--- config.mk ---
export PLATFORM = sky130hd
export DESIGN_NAME = seven_segment_decoder
export DESIGN_NICKNAME = d
export VERILOG_FILES = /design/src/rtl/seven_segment_pkg.sv /design/src/rtl/segment_to_bcd.sv /design/src/rtl/seven_segment_decoder.sv
export SDC_FILE = /design/constraint.sdc
export NUM_CORES = 1
export LEC_CHECK = 0
export BUFFER_PORTS_ARGS = -buffer_cell sky130_fd_sc_hd__buf_2
export CAP_MARGIN = 20
export CELL_PAD_IN_SITES_DETAIL_PLACEMENT = 1
export CELL_PAD_IN_SITES_GLOBAL_PLACEMENT = 2
export CORE_UTILIZATION = 35
export DETAILED_ROUTE_END_ITERATION = 10
export GPL_ROUTABILITY_DRIVEN = 1
export PLACE_DENSITY_LB_ADDON = 0.12
export SETUP_SLACK_MARGIN = 0.05
export SYNTH_ARGS = -nofsm -noshare
export SYNTH_HDL_FRONTEND = slang
export SYNTH_HIERARCHICAL = 1
export SYNTH_SLANG_ARGS = --single-unit
--- constraint.sdc ---
create_clock -name clk -period 2.7 [get_ports clk]
set_clock_uncertainty 0.05 [all_clocks]
set_input_delay 0.405 -clock clk [delete_from_list [all_inputs] [get_ports clk]]
set_output_delay 0.405 -clock clk [all_outputs]
set_load 0.03 [all_outputs]
--- src/rtl/seven_segment_pkg.sv ---
// Shared constants and types for the two-digit seven-segment bus decoder.
// Segment bit order is bit0=a ... bit6=g, active-high.
package seven_segment_pkg;

  localparam logic [6:0] SEG_DIGIT_0 = 7'h3F;
  localparam logic [6:0] SEG_DIGIT_1 = 7'h06;
  localparam logic [6:0] SEG_DIGIT_2 = 7'h5B;
  localparam logic [6:0] SEG_DIGIT_3 = 7'h4F;
  localparam logic [6:0] SEG_DIGIT_4 = 7'h66;
  localparam logic [6:0] SEG_DIGIT_5 = 7'h6D;
  localparam logic [6:0] SEG_DIGIT_6 = 7'h7C;
  localparam logic [6:0] SEG_DIGIT_7 = 7'h07;
  localparam logic [6:0] SEG_DIGIT_8 = 7'h7F;
  localparam logic [6:0] SEG_DIGIT_9 = 7'h67;
  localparam logic [6:0] SEG_BLANK   = 7'h00;

  localparam logic [3:0] BLANK_CODE = 4'hF;

  typedef enum logic [1:0] {
    StSync,
    StUnit,
    StTen
  } dec_state_e;

  typedef struct packed {
    logic       legal;
    logic [3:0] value;
  } bcd_t;

  // Forward mapping, used by the driver side and its bench; 4'hF and
  // out-of-range codes produce a blank pattern.
  function automatic logic [6:0] bcd_to_segment(input logic [3:0] value);
    logic [6:0] pat;
    pat = SEG_BLANK;
    case (value)
      4'd0:    pat = SEG_DIGIT_0;
      4'd1:    pat = SEG_DIGIT_1;
      4'd2:    pat = SEG_DIGIT_2;
      4'd3:    pat = SEG_DIGIT_3;
      4'd4:    pat = SEG_DIGIT_4;
      4'd5:    pat = SEG_DIGIT_5;
      4'd6:    pat = SEG_DIGIT_6;
      4'd7:    pat = SEG_DIGIT_7;
      4'd8:    pat = SEG_DIGIT_8;
      4'd9:    pat = SEG_DIGIT_9;
      default: pat = SEG_BLANK;
    endcase
    return pat;
  endfunction

endpackage

--- src/rtl/segment_to_bcd.sv ---
// Combinational seven-segment pattern to BCD decode with a legality flag.
// Blank maps to BLANK_CODE and is legal; anything else unknown is illegal.
module segment_to_bcd
  import seven_segment_pkg::*;
(
  input  logic [6:0] pattern,
  output bcd_t       decoded
);

  always_comb begin
    decoded.legal = 1'b1;
    decoded.value = BLANK_CODE;
    case (pattern)
      SEG_DIGIT_0: decoded.value = 4'd0;
      SEG_DIGIT_1: decoded.value = 4'd1;
      SEG_DIGIT_2: decoded.value = 4'd2;
      SEG_DIGIT_3: decoded.value = 4'd3;
      SEG_DIGIT_4: decoded.value = 4'd4;
      SEG_DIGIT_5: decoded.value = 4'd5;
      SEG_DIGIT_6: decoded.value = 4'd6;
      SEG_DIGIT_7: decoded.value = 4'd7;
      SEG_DIGIT_8: decoded.value = 4'd8;
      SEG_DIGIT_9: decoded.value = 4'd9;
      SEG_BLANK:   decoded.value = BLANK_CODE;
      default:     decoded.legal = 1'b0;
    endcase
  end

endmodule

--- src/rtl/seven_segment_decoder.sv ---
// Rebuilds a tens/units BCD pair from a multiplexed two-digit seven-segment bus.
// Define SEVEN_SEGMENT_DECODER_SYNC_EN to add a 2-flop input synchronizer.
module seven_segment_decoder
  import seven_segment_pkg::*;
#(
  parameter int unsigned STABLE_CYCLES = 1
) (
  input  logic       clk,
  input  logic       reset,
  input  logic [6:0] segments,
  input  logic       digit,
  output logic [3:0] ten_count,
  output logic [3:0] unit_count,
  output logic       valid,
  output logic       error
);

  localparam logic [7:0] StableTarget = 8'(STABLE_CYCLES);

  logic [6:0] seg_s;
  logic       dig_s;

`ifdef SEVEN_SEGMENT_DECODER_SYNC_EN
  logic [6:0] seg_meta_q, seg_sync_q;
  logic       dig_meta_q, dig_sync_q;

  always_ff @(posedge clk) begin
    if (reset) begin
      seg_meta_q <= '0;
      seg_sync_q <= '0;
      dig_meta_q <= 1'b0;
      dig_sync_q <= 1'b0;
    end else begin
      seg_meta_q <= segments;
      seg_sync_q <= seg_meta_q;
      dig_meta_q <= digit;
      dig_sync_q <= dig_meta_q;
    end
  end

  assign seg_s = seg_sync_q;
  assign dig_s = dig_sync_q;
`else
  assign seg_s = segments;
  assign dig_s = digit;
`endif

  // Phase tracking and stability counting
  logic       digit_q;
  logic [6:0] seg_prev_q;
  logic [7:0] cnt_q, cnt_d;
  logic       acc_q, acc_d;
  logic       phase_start;
  logic       accept;

  assign phase_start = (dig_s != digit_q);

  always_comb begin
    cnt_d = 8'd1;
    if (!phase_start && (seg_s == seg_prev_q)) begin
      cnt_d = (cnt_q == 8'hFF) ? cnt_q : cnt_q + 8'd1;
    end
  end

  // Counter hits the target once per run; acc_q blocks a second hit after a glitch.
  assign accept = (cnt_d == StableTarget) && (phase_start || !acc_q);
  assign acc_d  = phase_start ? accept : (acc_q | accept);

  bcd_t decoded;

  segment_to_bcd u_segment_to_bcd (
    .pattern (seg_s),
    .decoded (decoded)
  );

  // Frame FSM
  dec_state_e state_q, state_d;
  logic [3:0] unit_val_q, unit_val_d;
  logic       unit_legal_q, unit_legal_d;
  logic       unit_acc_q, unit_acc_d;
  logic [3:0] ten_count_q, ten_count_d;
  logic [3:0] unit_count_q, unit_count_d;
  logic       valid_q, valid_d;
  logic       error_q, error_d;
  logic       unit_cycle;
  logic       ten_cycle;

  always_comb begin
    state_d      = state_q;
    unit_val_d   = unit_val_q;
    unit_legal_d = unit_legal_q;
    unit_acc_d   = unit_acc_q;
    ten_count_d  = ten_count_q;
    unit_count_d = unit_count_q;
    valid_d      = 1'b0;
    error_d      = 1'b0;
    unit_cycle   = 1'b0;
    ten_cycle    = 1'b0;

    unique case (state_q)
      StSync: begin
        if (phase_start && !dig_s) begin
          state_d    = StUnit;
          unit_cycle = 1'b1;
        end
      end
      StUnit: begin
        if (phase_start && dig_s) begin
          if (unit_acc_q) begin
            state_d   = StTen;
            ten_cycle = 1'b1;
          end else begin
            state_d = StSync;
          end
        end else begin
          unit_cycle = 1'b1;
        end
      end
      StTen: begin
        if (phase_start && !dig_s) begin
          state_d    = StUnit;
          unit_cycle = 1'b1;
        end else begin
          ten_cycle = 1'b1;
        end
      end
      default: state_d = StSync;
    endcase

    if (unit_cycle) begin
      if (phase_start) begin
        unit_acc_d = 1'b0;
      end
      if (accept) begin
        unit_acc_d   = 1'b1;
        unit_val_d   = decoded.value;
        unit_legal_d = decoded.legal;
      end
    end

    if (ten_cycle && accept) begin
      if (unit_legal_q && decoded.legal) begin
        valid_d      = 1'b1;
        ten_count_d  = decoded.value;
        unit_count_d = unit_val_q;
      end else begin
        error_d = 1'b1;
      end
    end
  end

  always_ff @(posedge clk) begin
    if (reset) begin
      digit_q      <= 1'b0;
      seg_prev_q   <= '0;
      cnt_q        <= '0;
      acc_q        <= 1'b0;
      state_q      <= StSync;
      unit_val_q   <= '0;
      unit_legal_q <= 1'b0;
      unit_acc_q   <= 1'b0;
      ten_count_q  <= '0;
      unit_count_q <= '0;
      valid_q      <= 1'b0;
      error_q      <= 1'b0;
    end else begin
      digit_q      <= dig_s;
      seg_prev_q   <= seg_s;
      cnt_q        <= cnt_d;
      acc_q        <= acc_d;
      state_q      <= state_d;
      unit_val_q   <= unit_val_d;
      unit_legal_q <= unit_legal_d;
      unit_acc_q   <= unit_acc_d;
      ten_count_q  <= ten_count_d;
      unit_count_q <= unit_count_d;
      valid_q      <= valid_d;
      error_q      <= error_d;
    end
  end

  assign ten_count  = ten_count_q;
  assign unit_count = unit_count_q;
  assign valid      = valid_q;
  assign error      = error_q;

endmodule

==> flow_metrics.py, run 1 <==
metrics = {
    "clock_tree": {
        "post-cts-setup-buffer-count": 0,
        "cts_num_sinks": 35,
        "cts_hold_buf": 0,
        "cts_tree": "built",
        "path_clk_slew_ns": 0.07,
        "clock_latency_ns": 0.28,
        "clk_path_buf_depth": 2,
        "cts_inserted_buffers": 5,
        "post_cts_resized": 0,
        "cts_root_buffer": "clkbuf_8",
        "cts.htree.levels": 2,
    },
    "worst_setup_path": {
        "crit_slowest_cell": "o41ai_4",
        "slowest_delay_ns": 0.51,
        "worst-path-buf-inv": 0,
        "required_ns": 2.82,
        "reg2reg_from": "cnt_q[0]",
        "reg2regPathDepth": 7,
        "endpoint_kind": "flip-flop",
        "regToRegSetupSlack_ns": 0.36,
        "cp-start-kind": "flip-flop",
        "critical_path_class": "flip-flop to flip-flop",
        "path_max_fanout": 7,
        "r2r_end": "unit_val_q[2]",
        "arrival_ns": 2.47,
        "critical-path-top-delay-family": "compound AO/OA/AOI/OAI gates",
        "worstPathCellList": "ha_1 > and2_4 > a21oi_2 > o32a_4 > o41ai_4 > nand3_4 > mux2i_1",
    },
    "routing": {
        "drtPass1Iterations": 4,
        "remaining_drc_errors": 0,
        "ant_nets": 0,
        "vias": 1558,
        "viasPerCell": 5.13,
        "drt-total-wl_mm": 4.16,
        "post_drt_wl_per_cell_um": 13.7,
        "initialDrtViolationCount": 49,
    },
    "synthesis": {
        "syn_area_per_cell_um2": 8.78,
        "synth_seq_cells": 35,
        "syn_nets": 232,
        "yosysTopAreaCell": "dfxtp_1",
        "yosys.area.top_type_share": 0.371,
        "synth_simple_gate_area_share": 0.284,
        "synth_area_um2": 1890,
        "synthArstFlopShare": 0,
        "ys_top_cells_by_count": "dfxtp_1 (35), o21ai_0 (22), nor2b_1 (17)",
        "synth_top_family_by_area": "simple AND/OR/NAND/NOR gates",
        "ys_seq_area_frac": 0.371,
        "synth.most_common_cell": "dfxtp_1",
        "synthTopCellsByArea": "dfxtp_1 (37%), o21ai_0 (5.8%), nor2b_1 (5.6%)",
        "ys.warnings.count": 6,
        "synth_ff_type": "dfxtp_1",
        "ys_types": 48,
        "synth_edf_count": 0,
        "synth-compound-area-share": 0.176,
        "synthCells": 215,
        "synth_xor_area_frac": 0.0511,
        "synth_fa_ha_area_frac": 0.0464,
        "synthMuxAreaShare": 0.0318,
    },
    "cells_and_area": {
        "area_growth_pct": 13.7,
        "antenna_cells": 0,
        "final_nets": 250,
        "drive_gt1_frac": 0.171,
    },
    "sta": {
        "tightest_slew_ns": 0.568,
        "fin_ws_ns": 0.359,
        "finalMaxSlewViolations": 0,
        "hold_violations": 0,
        "slew_headroom": 0.617,
        "fmax_mhz": 427,
        "finalSetupViolations": 0,
        "min_period_over_period": 0.867,
        "tns_ns": 0,
        "fin_crit_ns": 2.34,
        "rsz0062_at_grt": "false",
    },
    "power": {
        "power.leakage_nw": 0.833,
        "vdd_drop_max_mv": 0.206,
        "total_power_w": 0.00112,
        "powerDensity_nw_per_um2": 523,
    },
    "global_route": {
        "antenna_found_initial": 0,
        "grt_pass1_wl_mm": 7.15,
        "grt_usage": 0.165,
        "grt_overflow": 0,
        "grt_max_degree": 35,
        "first_global_vias": 1585,
    },
    "floorplan": {
        "core-area_um2": 5140,
        "num_io_pins": 20,
        "die_y_um": 75.4,
        "fp.dieW_um": 75.4,
        "die_area_um2": 5690,
        "initial_utilization": 0.367,
        "placementRows": 26,
    },
    "hold_path": {
        "worstHoldStart": "digit",
        "holdPathEnd": "digit_q",
        "hp-class": "input port to flip-flop",
        "min_path_cells": 3,
    },
    "placement": {
        "hpwl_mm": 3.10,
        "place_ws_ns": 0.258,
        "gp_congestion": 0.792,
        "io_buffer_count": 19,
    },
    "status": {
        "outcome": "finished, final reports clean",
    },
    "job": {
        "cap_violations": 0,
    },
}
==> worst reg2reg max path, stage by stage (launching register included) <==
cell,delay [ns]
dfxtp_1,0.40
ha_1,0.31
and2_4,0.20
a21oi_2,0.05
o32a_4,0.33
o41ai_4,0.51
nand3_4,0.22
mux2i_1,0.17
==> flip-flops by register name (all words and copies together) (netlist names), 2 cells and up <==
name,count
ten_count,4
state_q,2
cnt_q,8
unit_val_q,4
unit_count,4
seg_prev_q,7
==> metrics by stage <==
stage | util | hold WS (ns) | std cells | cell area [um^2]
final | 0.417 | 0.339 | 304 | 2150
after global routing | 0.417 | 0.337 | 304 | 2150
after CTS | 0.417 | 0.327 | 304 | 2150
after detailed placement | 0.395 | 0.434 | 296 | 2030
after floorplan | - | 0.399 | 215 | 1890
after global placement | 0.395 | 0.420 | 296 | 2030
==> layer usage <==
| layer | up-vias | routed length [um] | GRT usage |
|---|---|---|---|
| li1 | 791 | - | - |
| met1 | 739 | 2000 | 0.201 |
| met2 | 22 | 1990 | 0.282 |
| met3 | 6 | 125 | 0.0437 |
| met4 | 0 | 44 | 0.0556 |
| met5 | - | 0 | 0 |
==> worst max path at each step <==
stage                     start            end  slack, ns  cells after the start
floorplan           segments[1]   ten_count[0]       0.46                      9
detailed placement  segments[1]   ten_count[1]       0.26                     10
finish                 cnt_q[0]  unit_val_q[2]       0.36                      7
global placement    segments[1]   ten_count[2]       0.32                     10
global route           cnt_q[0]  unit_val_q[2]       0.23                      7
CTS                    cnt_q[0]  unit_val_q[2]       0.35                      7
==> logic make-up after synthesis <==
group / after synthesis
AND/OR/NAND/NOR: 90
flip-flops: 35
AO/OA/AOI/OAI: 50
buffers and inverters: 16
XOR/XNOR: 11
multiplexers: 6
adder cells (fa/ha/maj): 7
==> area by class of cell <==
cell class              count  area [um^2]
clock buffers               6         82.6
flip-flops and latches     35          701
well taps                  70         87.6
fillers                   654         2990
clock inverters             2         35.0
inverters                   7         26.3
multi-input cells         164         1110
repair buffers             20          103
==> cells in the final DEF (no fill, tap or decap), types with 6 or more instances in the layout <==
cell type | Yosys | routed
nor2b_1 | 17 | 17
nor2_1 | 12 | 12
a21oi_1 | 11 | 11
nand4_1 | 6 | 6
xnor2_1 | 10 | 10
clkbuf_8 | 0 | 6
o21ai_0 | 22 | 22
dfxtp_1 | 35 | 35
ha_1 | 7 | 7
nand2b_1 | 12 | 12
buf_2 | 0 | 19
inv_1 | 7 | 7
nand2_1 | 10 | 10
nand3_1 | 6 | 6
mux2i_1 | 6 | 6
==> power breakdown <==
part           total (W)  leakage, nW  internal [W]  switching [W]
clock           0.000487       0.0612      0.000299       0.000189
combinational  0.0000975        0.486     0.0000412      0.0000563
sequential      0.000538        0.286      0.000531     0.00000671
total            0.00112        0.833      0.000871       0.000252
Power figures use the tool's default switching activity.
==> run 2, diff against run 1 <==
--- a/config.mk
+++ b/config.mk
@@ -9,6 +9,7 @@
 export CAP_MARGIN = 20
 export CELL_PAD_IN_SITES_DETAIL_PLACEMENT = 1
 export CELL_PAD_IN_SITES_GLOBAL_PLACEMENT = 2
+export CORE_ASPECT_RATIO = 1.2
 export CORE_UTILIZATION = 35
 export DETAILED_ROUTE_END_ITERATION = 10
 export GPL_ROUTABILITY_DRIVEN = 1
==> flow_metrics.py, run 2 (synthesis results as in run 1) <==
metrics = {
    "power": {
        "power.leakage_nw": 0.829,
        "vdd_drop_max_mv": 0.251,
        "total_power_w": 0.00112,
        "powerDensity_nw_per_um2": 525,
    },
    "hold_path": {
        "min_path_cells": 3,
        "worstHoldStart": "digit",
        "hp-class": "input port to flip-flop",
    },
    "worst_setup_path": {
        "reg2regPathDepth": 7,
        "endpoint_kind": "flip-flop",
        "crit_path_start": "cnt_q[0]",
        "slowest_delay_ns": 0.57,
        "cp-start-kind": "flip-flop",
        "worstPathCellList": "ha_1 > and2_4 > a21oi_2 > o32a_4 > o41a_1 > o21ai_0 > o21ai_0",
        "crit_slowest_cell": "o41a_1",
        "crit_path_frequent_cell": "o21ai_0",
        "reg2reg_from": "cnt_q[0]",
        "path_max_fanout": 9,
        "critical_path_class": "flip-flop to flip-flop",
        "arrival_ns": 2.50,
        "required_ns": 2.82,
    },
    "global_route": {
        "grt_usage": 0.166,
        "first_global_vias": 1567,
        "grt_max_degree": 35,
        "grt_overflow": 0,
        "grt_pass1_wl_mm": 7.40,
        "antenna_found_initial": 0,
    },
    "sta": {
        "rsz0062_at_grt": "false",
        "hold_violations": 0,
        "fin_crit_ns": 2.38,
        "slew_headroom": 0.629,
        "fmax_mhz": 420,
        "whs_ns": 0.323,
        "finalMaxSlewViolations": 0,
        "min_period_over_period": 0.882,
        "tightest_slew_ns": 0.550,
        "tns_ns": 0,
        "finalSetupViolations": 0,
    },
    "clock_tree": {
        "post_cts_resized": 0,
        "cts_tree": "built",
        "clk_path_buf_depth": 2,
        "post-cts-setup-buffer-count": 0,
        "clock_latency_ns": 0.29,
        "path_clk_slew_ns": 0.08,
        "cts_num_sinks": 35,
        "cts_hold_buf": 0,
        "cts.htree.levels": 2,
        "cts_inserted_buffers": 5,
        "cts_root_buffer": "clkbuf_8",
    },
    "routing": {
        "ant_nets": 0,
        "vias": 1572,
        "viasPerCell": 5.35,
        "remaining_drc_errors": 0,
        "post_drt_wl_per_cell_um": 15.3,
        "drt-total-wl_mm": 4.50,
        "drtPass1Iterations": 4,
        "initialDrtViolationCount": 87,
    },
    "cells_and_area": {
        "antenna_cells": 0,
        "final_cells": 294,
        "drive_gt1_frac": 0.171,
        "utilization": 0.422,
        "area_growth_pct": 12.8,
        "largestRegisters": "cnt_q (8), seg_prev_q (7)",
        "largest_register_ffs": 8,
        "top_register": "cnt_q",
        "final_nets": 250,
        "final_common_cell": "dfxtp_1",
        "final_cell_mix": "dfxtp_1 (35), o21ai_0 (22), buf_2 (19)",
    },
    "job": {
        "cap_violations": 0,
    },
    "floorplan": {
        "die_area_um2": 5690,
        "num_io_pins": 20,
        "core-area_um2": 5040,
        "placementRows": 28,
        "initial_utilization": 0.374,
        "fp.dieW_um": 69.0,
        "die_y_um": 82.4,
    },
    "placement": {
        "placedCellCount": 286,
        "gp_congestion": 0.754,
        "io_buffer_count": 19,
        "hpwl_mm": 3.27,
    },
    "status": {
        "outcome": "finished, final reports clean",
    },
}
[run 2: worst paths after layout]
check             endpoint  slack (ns)
max           ten_count[1]        0.32
min reg2reg  unit_count[3]        0.43
min                digit_q        0.32
max reg2reg   ten_count[1]        0.32
[run 2: layer usage]
metal	share of wire	global-route usage	wire, um
met5	0	0	0
met4	0.017	0.0673	76
met3	0.021	0.0340	96
met2	0.53	0.301	2370
met1	0.44	0.192	1960
[run 2: layout make-up]
class                      count  area (um^2)
multi-input combinational    164         1110
clock inverter                 3         43.8
clock buffer                   5         68.8
sequential                    35          701
fill                         613         2920
timing repair buffer          20          103
inverter                       7         26.3
tap                           60         75.1
[run 2: through the flow]
step | setup slack, ns | instance area, um^2
final | 0.318 | 2130
after detailed placement | 0.186 | 2020
after global routing | 0.157 | 2130
after CTS | 0.274 | 2130
after floorplan | 0.464 | 1890
after global placement | 0.333 | 2020
[run 2: critical path, delay by kind of cell (launching register included)]
family | cells | cell delay, ns
DFF | 1 | 0.41
adders and majority gates | 1 | 0.31
AOI/OAI and AO/OA | 5 | 1.30
and+or+nand+nor | 1 | 0.19
[run 2: report_power, final]
group	switching (W)	internal (W)
logic	0.0000583	0.0000413
clock network	0.000206	0.000275
registers	0.00000683	0.000531
total	0.000271	0.000847
==> run 3, diff against run 2 <==
--- a/config.mk
+++ b/config.mk
@@ -10,6 +10,7 @@
 export CELL_PAD_IN_SITES_DETAIL_PLACEMENT = 1
 export CELL_PAD_IN_SITES_GLOBAL_PLACEMENT = 2
 export CORE_ASPECT_RATIO = 1.2
+export CORE_MARGIN = 2
 export CORE_UTILIZATION = 35
 export DETAILED_ROUTE_END_ITERATION = 10
 export GPL_ROUTABILITY_DRIVEN = 1
==> flow_metrics.py, run 3 (synthesis results as in run 1) <==
metrics = {
    "status": {
        "outcome": "finished, final reports clean",
    },
    "worst_setup_path": {
        "arrival_ns": 2.48,
        "regToRegSetupSlack_ns": 0.33,
        "endpoint_kind": "flip-flop",
        "path_max_fanout": 9,
        "critical_path_class": "flip-flop to flip-flop",
        "required_ns": 2.81,
        "reg2regPathDepth": 7,
        "reg2reg_from": "cnt_q[0]",
        "r2r_end": "unit_count[0]",
        "cp-start-kind": "flip-flop",
    },
    "cells_and_area": {
        "antenna_cells": 0,
        "largest_register_ffs": 8,
        "area_growth_pct": 11.3,
        "final_cells": 296,
        "utilization": 0.399,
        "nFillCells": 636,
        "largestRegisters": "cnt_q (8), seg_prev_q (7)",
        "top_register": "cnt_q",
        "final_common_cell": "dfxtp_1",
        "final_cell_mix": "dfxtp_1 (35), o21ai_0 (22), buf_2 (19)",
        "final_nets": 250,
        "drive_gt1_frac": 0.162,
    },
    "placement": {
        "gp_congestion": 0.776,
        "io_buffer_count": 19,
        "place_ws_ns": 0.250,
        "placedCellCount": 288,
        "hpwl_mm": 3.36,
    },
    "global_route": {
        "grt_overflow": 0,
        "grt_max_degree": 35,
        "grt_usage": 0.162,
        "antenna_found_initial": 0,
        "first_global_vias": 1658,
        "grt_pass1_wl_mm": 7.78,
    },
    "routing": {
        "drt-total-wl_mm": 4.59,
        "post_drt_wl_per_cell_um": 15.5,
        "initialDrtViolationCount": 51,
        "remaining_drc_errors": 0,
        "ant_nets": 0,
        "vias": 1602,
        "drtPass1Iterations": 4,
        "viasPerCell": 5.41,
    },
    "clock_tree": {
        "path_clk_slew_ns": 0.07,
        "post_cts_resized": 0,
        "clock_latency_ns": 0.28,
        "cts_hold_buf": 0,
        "cts_num_sinks": 35,
        "post-cts-setup-buffer-count": 0,
        "cts.htree.levels": 2,
        "cts_root_buffer": "clkbuf_8",
        "clk_path_buf_depth": 2,
        "cts_tree": "built",
        "cts_inserted_buffers": 5,
    },
    "sta": {
        "rsz0062_at_grt": "false",
        "fin_ws_ns": 0.329,
        "slew_headroom": 0.622,
        "whs_ns": 0.325,
        "fmax_mhz": 422,
        "fin_crit_ns": 2.37,
        "tns_ns": 0,
        "tightest_slew_ns": 0.560,
        "finalSetupViolations": 0,
        "finalMaxSlewViolations": 0,
        "min_period_over_period": 0.878,
        "hold_violations": 0,
    },
    "hold_path": {
        "hp-class": "input port to flip-flop",
        "min_path_cells": 3,
        "holdPathEnd": "digit_q",
        "worstHoldStart": "digit",
    },
    "floorplan": {
        "die_area_um2": 6000,
        "num_io_pins": 20,
        "die_y_um": 84.4,
        "fp.dieW_um": 71.0,
        "placementRows": 29,
        "initial_utilization": 0.359,
        "core-area_um2": 5260,
    },
    "power": {
        "sequentialPowerShare": 0.536,
        "clockPowerShare": 0.366,
        "combPwrFrac": 0.098,
        "power.leakage_nw": 0.814,
        "p_sw_w": 0.000251,
        "powerDensity_nw_per_um2": 478,
        "vdd_drop_max_mv": 0.254,
        "switching_share": 0.250,
        "power.internal_w": 0.000753,
    },
    "job": {
        "cap_violations": 0,
    },
}
## run 3: worst max path at each step
stage	start	to
floorplan	segments[1]	ten_count[0]
global placement	segments[1]	ten_count[0]
detailed placement	segments[1]	unit_count[0]
CTS	cnt_q[0]	unit_count[0]
global route	cnt_q[0]	unit_val_q[1]
finish	cnt_q[0]	unit_count[0]
## run 3: power by group through the flow
stage                     clock (W)  combinational, W  sequential (W)
after global placement            0         0.0000959        0.000549
after global routing       0.000411          0.000111        0.000539
after CTS                  0.000391          0.000100        0.000538
after floorplan                   0         0.0000725        0.000548
after detailed placement          0         0.0000991        0.000550
final                      0.000368         0.0000984        0.000538
## run 3: through the flow
step           area (um^2)  total power [W]
2_1_floorplan         1890         0.000621
3_3_place_gp          2020         0.000645
3_5_place_dp          2020         0.000649
4_1_cts               2100          0.00103
5_1_grt               2100          0.00106
6_report              2100          0.00100
## run 3: per-layer routing
layer  part of all wire  track usage
met3              0.024       0.0324
met4              0.016       0.0532
met2               0.54        0.294
met5                  0            0
met1               0.42        0.188
## run 3: final cells by class
class                   instances  area, um^2  share of cell area
multi-input cells             164        1110               0.529
flip-flops and latches         35         701               0.334
inverters                       7        26.3              0.0125
clock buffers                   7        76.3              0.0364
well taps                      62        77.6              0.0369
clock inverters                 1        5.00             0.00238
repair buffers                 20         103              0.0489
## run 3: critical path, stage by stage (launching register included)
cell	delay (ns)
dfxtp_1	0.41
ha_1	0.30
and2_4	0.19
a21oi_2	0.05
o32a_4	0.34
o41a_1	0.57
o21ai_0	0.23
o21ai_0	0.12
